$ cat src/rtl/mem_stage_access_unit_if.sv
// Single-outstanding data-memory bus between the MEM-stage access unit and data memory.
interface mem_stage_access_unit_if #(
    parameter int XLEN = 32
);
    logic            req;
    logic            we;
    logic [XLEN-1:0] addr;
    logic [3:0]      be;
    logic [XLEN-1:0] wdata;
    logic [XLEN-1:0] rdata;
    logic            ready;

    modport master (
        output req, we, addr, be, wdata,
        input  rdata, ready
    );

    modport slave (
        input  req, we, addr, be, wdata,
        output rdata, ready
    );
endinterface

$ cat src/rtl/mem_stage_access_unit.sv
// MEM-stage data-memory access unit: issues one bus access per load/store, stalls the
// pipeline while it is in flight and returns lane-extracted, extended load data.
module mem_stage_access_unit #(
    parameter int XLEN = 32
) (
    input  logic                     clk_i,
    input  logic                     rst_i,
    input  logic                     memwriteM_i,
    input  logic [1:0]               resultsrcM_i,
    input  logic [2:0]               funct3M_i,
    input  logic [XLEN-1:0]          aluresultM_i,
    input  logic [XLEN-1:0]          writedataM_i,
    mem_stage_access_unit_if.master  dmem,
    output logic [XLEN-1:0]          readdataM_o,
    output logic                     stallM_o,
    output logic                     access_fault_o
);

    typedef enum logic [1:0] {
        IDLE = 2'd0,
        REQ  = 2'd1,
        DONE = 2'd2
    } state_t;

    state_t          state_q, state_d;
    logic            req_q;
    logic            we_q;
    logic [XLEN-1:0] addr_q;
    logic [3:0]      be_q;
    logic [XLEN-1:0] wdata_q;
    logic [XLEN-1:0] rdata_q;

    logic is_load, access, misalign, bad_funct3, fault, go, issue, complete;

    function automatic logic [3:0] lane_be(input logic [2:0] f3, input logic [1:0] off);
        case (f3[1:0])
            2'b00:   return 4'b0001 << off;
            2'b01:   return off[1] ? 4'b1100 : 4'b0011;
            default: return 4'b1111;
        endcase
    endfunction

    function automatic logic [31:0] lane_wdata(input logic [2:0] f3, input logic [31:0] wd);
        case (f3[1:0])
            2'b00:   return {4{wd[7:0]}};
            2'b01:   return {2{wd[15:0]}};
            default: return wd;
        endcase
    endfunction

    function automatic logic [31:0] load_extend(input logic [2:0] f3, input logic [1:0] off,
                                                input logic [31:0] word);
        logic signed [7:0]  b_s;
        logic signed [15:0] h_s;
        b_s = word[{off, 3'b000} +: 8];
        h_s = off[1] ? word[31:16] : word[15:0];
        case (f3)
            3'b000:  return 32'(b_s);
            3'b001:  return 32'(h_s);
            3'b100:  return {24'b0, b_s};
            3'b101:  return {16'b0, h_s};
            default: return word;
        endcase
    endfunction

    // Decode: a store wins over a load when both are flagged.
    always_comb begin
        is_load    = (resultsrcM_i == 2'b01);
        access     = memwriteM_i | is_load;
        misalign   = ((funct3M_i[1:0] == 2'b01) && aluresultM_i[0]) ||
                     ((funct3M_i[1:0] == 2'b10) && (aluresultM_i[1:0] != 2'b00));
        bad_funct3 = memwriteM_i ? !(funct3M_i inside {3'b000, 3'b001, 3'b010})
                                 : (funct3M_i inside {3'b011, 3'b110, 3'b111});
        fault      = misalign | bad_funct3;
        go         = access & ~fault;
        issue      = (state_q == IDLE) & go;
        complete   = (state_q == REQ) & dmem.ready;
    end

    always_comb begin
        state_d = state_q;
        case (state_q)
            IDLE:    if (go) state_d = REQ;
            REQ:     if (dmem.ready) state_d = DONE;
            DONE:    state_d = IDLE;
            default: state_d = IDLE;
        endcase
    end

    always_ff @(posedge clk_i or negedge rst_i) begin
        if (!rst_i) begin
            state_q <= IDLE;
            req_q   <= 1'b0;
            we_q    <= 1'b0;
            addr_q  <= '0;
            be_q    <= '0;
            wdata_q <= '0;
            rdata_q <= '0;
        end else begin
            state_q <= state_d;
            if (issue) begin
                req_q   <= 1'b1;
                we_q    <= memwriteM_i;
                addr_q  <= {aluresultM_i[XLEN-1:2], 2'b00};
                be_q    <= lane_be(funct3M_i, aluresultM_i[1:0]);
                wdata_q <= lane_wdata(funct3M_i, writedataM_i);
            end
            // EX/MEM inputs are frozen by the stall, so the byte offset is still valid here.
            if (complete) begin
                req_q <= 1'b0;
                if (!we_q) rdata_q <= load_extend(funct3M_i, aluresultM_i[1:0], dmem.rdata);
            end
        end
    end

    assign dmem.req       = req_q;
    assign dmem.we        = we_q;
    assign dmem.addr      = addr_q;
    assign dmem.be        = be_q;
    assign dmem.wdata     = wdata_q;
    assign readdataM_o    = rdata_q;
    assign stallM_o       = issue | (state_q == REQ);
    assign access_fault_o = (state_q == IDLE) & access & fault;

endmodule
$ cat src/flat_wrapper.sv
// flat-port wrapper written by rule: the top's interface ports become plain ports
module mem_stage_access_unit_flat 
#(
    parameter int XLEN = 32
)
  (clk_i, rst_i, memwriteM_i, resultsrcM_i, funct3M_i, aluresultM_i, writedataM_i, readdataM_o, stallM_o, access_fault_o, dmem_req, dmem_we, dmem_addr, dmem_be, dmem_wdata, dmem_rdata, dmem_ready);
  mem_stage_access_unit_if #(.XLEN(XLEN)) dmem_i ();
  input  logic clk_i;
  input  logic rst_i;
  input  logic memwriteM_i;
  input  logic [1:0] resultsrcM_i;
  input  logic [2:0] funct3M_i;
  input  logic [XLEN-1:0] aluresultM_i;
  input  logic [XLEN-1:0] writedataM_i;
  output logic [XLEN-1:0] readdataM_o;
  output logic stallM_o;
  output logic access_fault_o;
  output wire logic [$bits(dmem_i.req)-1:0] dmem_req;
  output wire logic [$bits(dmem_i.we)-1:0] dmem_we;
  output wire logic [$bits(dmem_i.addr)-1:0] dmem_addr;
  output wire logic [$bits(dmem_i.be)-1:0] dmem_be;
  output wire logic [$bits(dmem_i.wdata)-1:0] dmem_wdata;
  input wire logic [$bits(dmem_i.rdata)-1:0] dmem_rdata;
  input wire logic [$bits(dmem_i.ready)-1:0] dmem_ready;
  assign dmem_req = dmem_i.req;
  assign dmem_we = dmem_i.we;
  assign dmem_addr = dmem_i.addr;
  assign dmem_be = dmem_i.be;
  assign dmem_wdata = dmem_i.wdata;
  assign dmem_i.rdata = dmem_rdata;
  assign dmem_i.ready = dmem_ready;
  mem_stage_access_unit #(.XLEN(XLEN)) u_core (.clk_i(clk_i), .rst_i(rst_i), .memwriteM_i(memwriteM_i), .resultsrcM_i(resultsrcM_i), .funct3M_i(funct3M_i), .aluresultM_i(aluresultM_i), .writedataM_i(writedataM_i), .dmem(dmem_i), .readdataM_o(readdataM_o), .stallM_o(stallM_o), .access_fault_o(access_fault_o));
endmodule
$ cat config.mk
export PLATFORM = sky130hd
export DESIGN_NAME = mem_stage_access_unit_flat
export DESIGN_NICKNAME = d
export VERILOG_FILES = /design/src/rtl/mem_stage_access_unit_if.sv /design/src/rtl/mem_stage_access_unit.sv /design/src/flat_wrapper.sv
export SDC_FILE = /design/constraint.sdc
export NUM_CORES = 1
export LEC_CHECK = 0
export CAP_MARGIN = 20
export CORE_MARGIN = 2
export CORE_UTILIZATION = 40
export DETAILED_ROUTE_END_ITERATION = 10
export GPL_TIMING_DRIVEN = 0
export PLACE_DENSITY = 0.85
export SETUP_SLACK_MARGIN = 0.1
export SYNTH_ARGS = -nofsm -noshare
export SYNTH_HDL_FRONTEND = slang
export SYNTH_SLANG_ARGS = --single-unit
$ cat constraint.sdc
create_clock -name clk_i -period 2.4 [get_ports clk_i]
set_clock_uncertainty 0.2 [all_clocks]
set_input_delay 0.48 -clock clk_i [delete_from_list [all_inputs] [get_ports clk_i]]
set_output_delay 0.48 -clock clk_i [all_outputs]
set_load 0.01 [all_outputs]
## Word level (Yosys, flattened, before mapping)

Cells that the tools add are included.

- Input bits: 105
- Register bits: 102

- Mux-type cells: 11
- Bitwise logic cells: 10
- Reductions and logical operators: 13
- Equal/unequal tests: 13
- Shifts and indexed selects: 2

Operators with widths:

| cell | number |
|---|---|
| $pmux W32 S4 | 1 |
| $pmux W32 S2 | 1 |
| $shiftx A32 B6 Y8 | 1 |
| $mux W16 | 1 |
| $eq A3 B3 Y1 const B | 4 |
| $pmux W4 S2 | 1 |
| $eq A2 B1 Y1 const B | 3 |
| $eq A3 B2 Y1 const B | 2 |
| $reduce_bool A3 Y1 | 2 |
| $and A1 B1 Y1 | 5 |
| $logic_not A2 Y1 | 2 |
| $mux W2 | 2 |
| $mux W4 | 1 |
| $pmux W2 S2 | 1 |
| $reduce_and A2 Y1 | 2 |
| $reduce_bool A2 Y1 | 2 |
| $shl A1 B2 Y4 const A | 1 |
| $eq A3 B1 Y1 const B | 1 |
| $logic_not A3 Y1 | 1 |
| $mux W1 | 3 |
| $or A1 B1 Y1 | 3 |
| $eq A2 B2 Y1 const B | 1 |
| $logic_and A1 B1 Y1 | 2 |
| $ne A2 B1 Y1 const B | 1 |
| other kinds (4) | 5 |

## Logic depth before layout (Yosys ltp)

- Depth after elaboration: 10
- Depth in mapped cells: 6
- Depth with buffers taken out: 3

## Worst setup path after synthesis

No wires, ideal clock.

- Path kind: input to output
- Start point: input funct3M_i[0]
- End point: output stallM_o
- Path slack: 0.272 ns
- Required time: 1.720 ns
- Cell stages on the path: 5
- Arrival time: 1.448 ns
- Path through: buf_4 > nor4_4 > o221ai_4 > buf_6 > nand2_1

- Word-level cells in the longest chain between the ends: 9

RTL lines:

| item | line | source |
|---|---|---|
| start, declared | flat_wrapper.sv:12 | `input logic [2:0] funct3M_i;` |
| $eq A3 B1 Y1, or another cell as far along | mem_stage_access_unit.sv:72 | `bad_funct3 = memwriteM_i ? !(funct3M_i inside {3'b000, 3'b001, 3'b010})` |
| $reduce_bool A3 Y1 | mem_stage_access_unit.sv:72 |  |
| $logic_not A1 Y1 | mem_stage_access_unit.sv:72 |  |
| $mux W1 | mem_stage_access_unit.sv:72 |  |
| $or A1 B1 Y1 (*) | mem_stage_access_unit.sv:74 | `fault = misalign \| bad_funct3;` |
| $not A1 Y1 (*) | mem_stage_access_unit.sv:75 | `go = access & ~fault;` |
| $and A1 B1 Y1 (*) | mem_stage_access_unit.sv:75 |  |
| $and A1 B1 Y1 (*) | mem_stage_access_unit.sv:76 | `issue = (state_q == IDLE) & go;` |
| $or A1 B1 Y1 (*) | mem_stage_access_unit.sv:122 | `assign stallM_o = issue \| (state_q == REQ);` |
| end, declared | flat_wrapper.sv:16 | `output logic stallM_o;` |

Mark *: on every way between the ends. The rest lies on a longest branch, timed or not.

## Worst setup path after layout

- Start point: input aluresultM_i[0]
- End point: output stallM_o

- Word-level cells in the longest chain between the ends: 8

RTL lines:

| item | line | source |
|---|---|---|
| start, declared | flat_wrapper.sv:13 | `input logic [XLEN-1:0] aluresultM_i;` |
| $reduce_bool A2 Y1 | mem_stage_access_unit.sv:71 | `((funct3M_i[1:0] == 2'b10) && (aluresultM_i[1:0] != 2'b00));` |
| $logic_and A1 B1 Y1 | mem_stage_access_unit.sv:71 |  |
| $logic_or A1 B1 Y1 (*) | mem_stage_access_unit.sv:70 | `misalign = ((funct3M_i[1:0] == 2'b01) && aluresultM_i[0]) \|\|` |
| $or A1 B1 Y1 (*) | mem_stage_access_unit.sv:74 |  |
| $not A1 Y1 (*) | mem_stage_access_unit.sv:75 |  |
| $and A1 B1 Y1 (*) | mem_stage_access_unit.sv:75 |  |
| $and A1 B1 Y1 (*) | mem_stage_access_unit.sv:76 |  |
| $or A1 B1 Y1 (*) | mem_stage_access_unit.sv:122 |  |

Marked as above.

==> flow_metrics.py <==
metrics = {
    "logic_synthesis": {
        "ys_seq_area_share_pct": 49.7,
        "ys_seq_elements": 102,
        "async_flop_share_pct": 100,
        "synth_edf_count": 0,
        "synthDistinctLibCells": 36,
        "yosysWarnings": 0,
        "yosys.area.top_type_share_pct": 49.7,
        "synth_top_cell_by_area": "dfrtp_1",
        "synthFlopType": "dfrtp_1",
        "syn_inst": 404,
        "syn_area_per_cell_um2": 12.7,
        "synth_area_um2": 5140,
        "synth_area_leaders": "dfrtp_1 (50%), mux2_4 (20%), mux2_2 (5.3%)",
    },
    "clock_tree": {
        "cts_sinks": 102,
        "cts_made_buffers": 9,
        "clockBufferDepth": 2,
        "cts-root-buf": "clkbuf_16",
        "path_clk_slew_ns": 0.07,
        "clk_latency_ns": 0.34,
        "htree_levels": 3,
        "cts_tree": "yes",
    },
    "setup_path": {
        "r2r_start": "u_core.dmem.we",
        "worstPathArrival_ns": 1.61,
        "ff2ff_path_depth": 5,
        "critPathLaunchType": "input port",
        "worstSetupEndpointType": "primary output",
        "crit_end": "stallM_o",
        "timing.rr.end": "u_core.readdataM_o[29]",
        "crit_start": "aluresultM_i[0]",
        "critPathMaxFanout": 8,
        "criticalPathCategory": "in2out",
        "cp.required_ns": 1.72,
        "r2r_slack_ns": 0.46,
    },
    "global_route": {
        "grt_overflow_total": 0,
        "grt_start_max_net_pins": 57,
        "grt_pass1_vias": 4687,
        "grt_pass1_wl_um": 24700,
        "grt_antenna_before_repair": 0,
        "grtUsageTotal_pct": 22.5,
    },
    "timing": {
        "fin_tns_setup_ns": 0,
        "drv_slew": 0,
        "fin_crit_ns": 2.29,
        "setup_viol": 0,
        "finalHoldViolCount": 0,
        "rsz0062_at_grt": "true",
        "final.period_utilization_pct": 95.2,
        "tightest_slew_ns": 0.633,
        "max_clock_freq_ghz": 0.438,
        "worst_slew_margin_rel_pct": 57.8,
    },
    "layout": {
        "layout_commonest_cell": "clkdlybuf4s50_1",
        "fill_cells": 991,
        "layout.cells.non_filler": 804,
        "area_growth_syn_to_layout_pct": 51.6,
        "drive_gt1_share_pct": 24.2,
        "final_util_pct": 62.0,
        "antennaDiodeCount": 0,
        "final_cell_mix": "clkdlybuf4s50_1 (197), dfrtp_1 (102), mux2_4 (67), nor2_1 (32), nand2_1 (25)",
        "nNetsFinal": 732,
    },
    "floorplanning": {
        "rows": 41,
        "design.core.area_um2": 12600,
        "die_x_um": 117,
        "ios": 209,
        "initial_core_util_pct": 40.9,
        "die_y_um": 117,
        "dieArea_um2": 13800,
    },
    "outcome": {
        "status": "finished clean",
    },
    "drt": {
        "dr.pass1.iters": 4,
        "wl_per_cell_um": 19.1,
        "drt_iter0_drc": 307,
        "drt_wl_total_um": 15400,
        "ant_nets": 0,
        "drc_errors": 0,
        "num_vias": 4231,
        "viasPerCell": 5.26,
    },
    "min_path": {
        "worst_hold_path_type": "reg2reg",
        "min_from": "u_core.readdataM_o[5]",
    },
    "place": {
        "dp_hpwl_um": 11400,
        "dp.cells": 782,
        "numPortBuffers": 204,
        "gp_congestion": 0.835,
    },
    "pwr": {
        "max-vdd-ir-drop_uv": 456,
        "powerDensity_nw_per_um2": 984,
        "p_leak_nw": 3.43,
    },
    "job": {
        "max_cap_violations": 0,
    },
}
[per-layer routing]
metal  share of wire, %  track usage, %  vias to the layer above
li1                   -               -                     1913
met1                 41            28.2                     2066
met2                 48            37.5                      213
met3                7.8            5.01                       39
met4                3.2            10.0                        0
met5                  0               0                        -
[per-stage QoR]
stage	cell area [um2]	power (mW)	worst slack, ns	hold WS [ns]
after detailed placement	7430	6.28	-0.939	0.275
after floorplan	5140	4.30	0.272	-0.0156
after global placement	7400	6.18	-3.09	0.269
final	7790	7.67	0.115	0.290
after CTS	7780	7.73	0.0941	0.293
after global routing	7790	8.04	0.0371	0.320
[report_power, final]
group          switching (mW)  leakage, nW  internal (mW)
Clock                   0.687        0.133          0.715
Sequential              0.438         1.20           2.42
Combinational            1.25         2.10           2.16
Total                    2.38         3.43           5.29
[critical path: stages]
cell and delay, ns:
clkdlybuf4s15_2 0.29, a221oi_4 0.38, o221ai_4 0.15, buf_8 0.15
nand2_1 0.05, buf_2 0.12
[cells by family after synthesis]
family | share of synthesized area, %
flops | 49.7
mux | 27.3
compound gates | 11.2
simple gates | 7.40
buf+inv | 4.36
other cells | 0.0730
[area by class of cell]
cell class | count | area [um2] | share of cell area, %
flip-flops and latches | 102 | 2550 | 32.8
multi-input cells | 264 | 2400 | 30.8
repair buffers | 211 | 2110 | 27.0
clock buffers | 9 | 225 | 2.89
plain buffers | 33 | 216 | 2.78
well taps | 172 | 215 | 2.76
clock inverters | 7 | 55.1 | 0.706
inverters | 6 | 22.5 | 0.289
[synth_stat cells (all sizes together) (7+ instances only)]
library cell  number
a21oi             17
dfrtp            102
buf               21
clkbuf            12
o31ai              7
mux2              91
mux2i              8
nand2             25
o22ai             16
o32ai              7
nor3b              8
nor2              33
o21ai             11
a211oi            16
[registers in the layout, indices dropped and copies added (netlist names)]
register / count
u_core.dmem.be: 4
u_core.readdataM_o: 32
u_core.dmem.addr: 30
u_core.dmem.req: 1
u_core.state_q: 2
u_core.dmem.wdata: 32
u_core.dmem.we: 1
[how the worst min path moves through the flow]
stage / end / slack (ns) / cells past startpoint
CTS: u_core.readdataM_o[5] / 0.29 / 2
global route: u_core.dmem.addr[27] / 0.32 / 1
floorplan: u_core.dmem.addr[10] / -0.02 / 0
global placement: u_core.readdataM_o[4] / 0.27 / 2
detailed placement: u_core.readdataM_o[5] / 0.27 / 2
finish: u_core.readdataM_o[5] / 0.29 / 2
[repair_timing]
| action | CTS | global route |
|---|---|---|
| hold endpoints to repair | 46 | 0 |
| gates resized for setup | 24 | 11 |
| buffers inserted | 5 | 0 |
| hold buffers | 1 | 0 |
| setup endpoints to repair | 87 | 27 |
| pin swaps | 4 | 1 |
(Power assumes the default switching activity.)
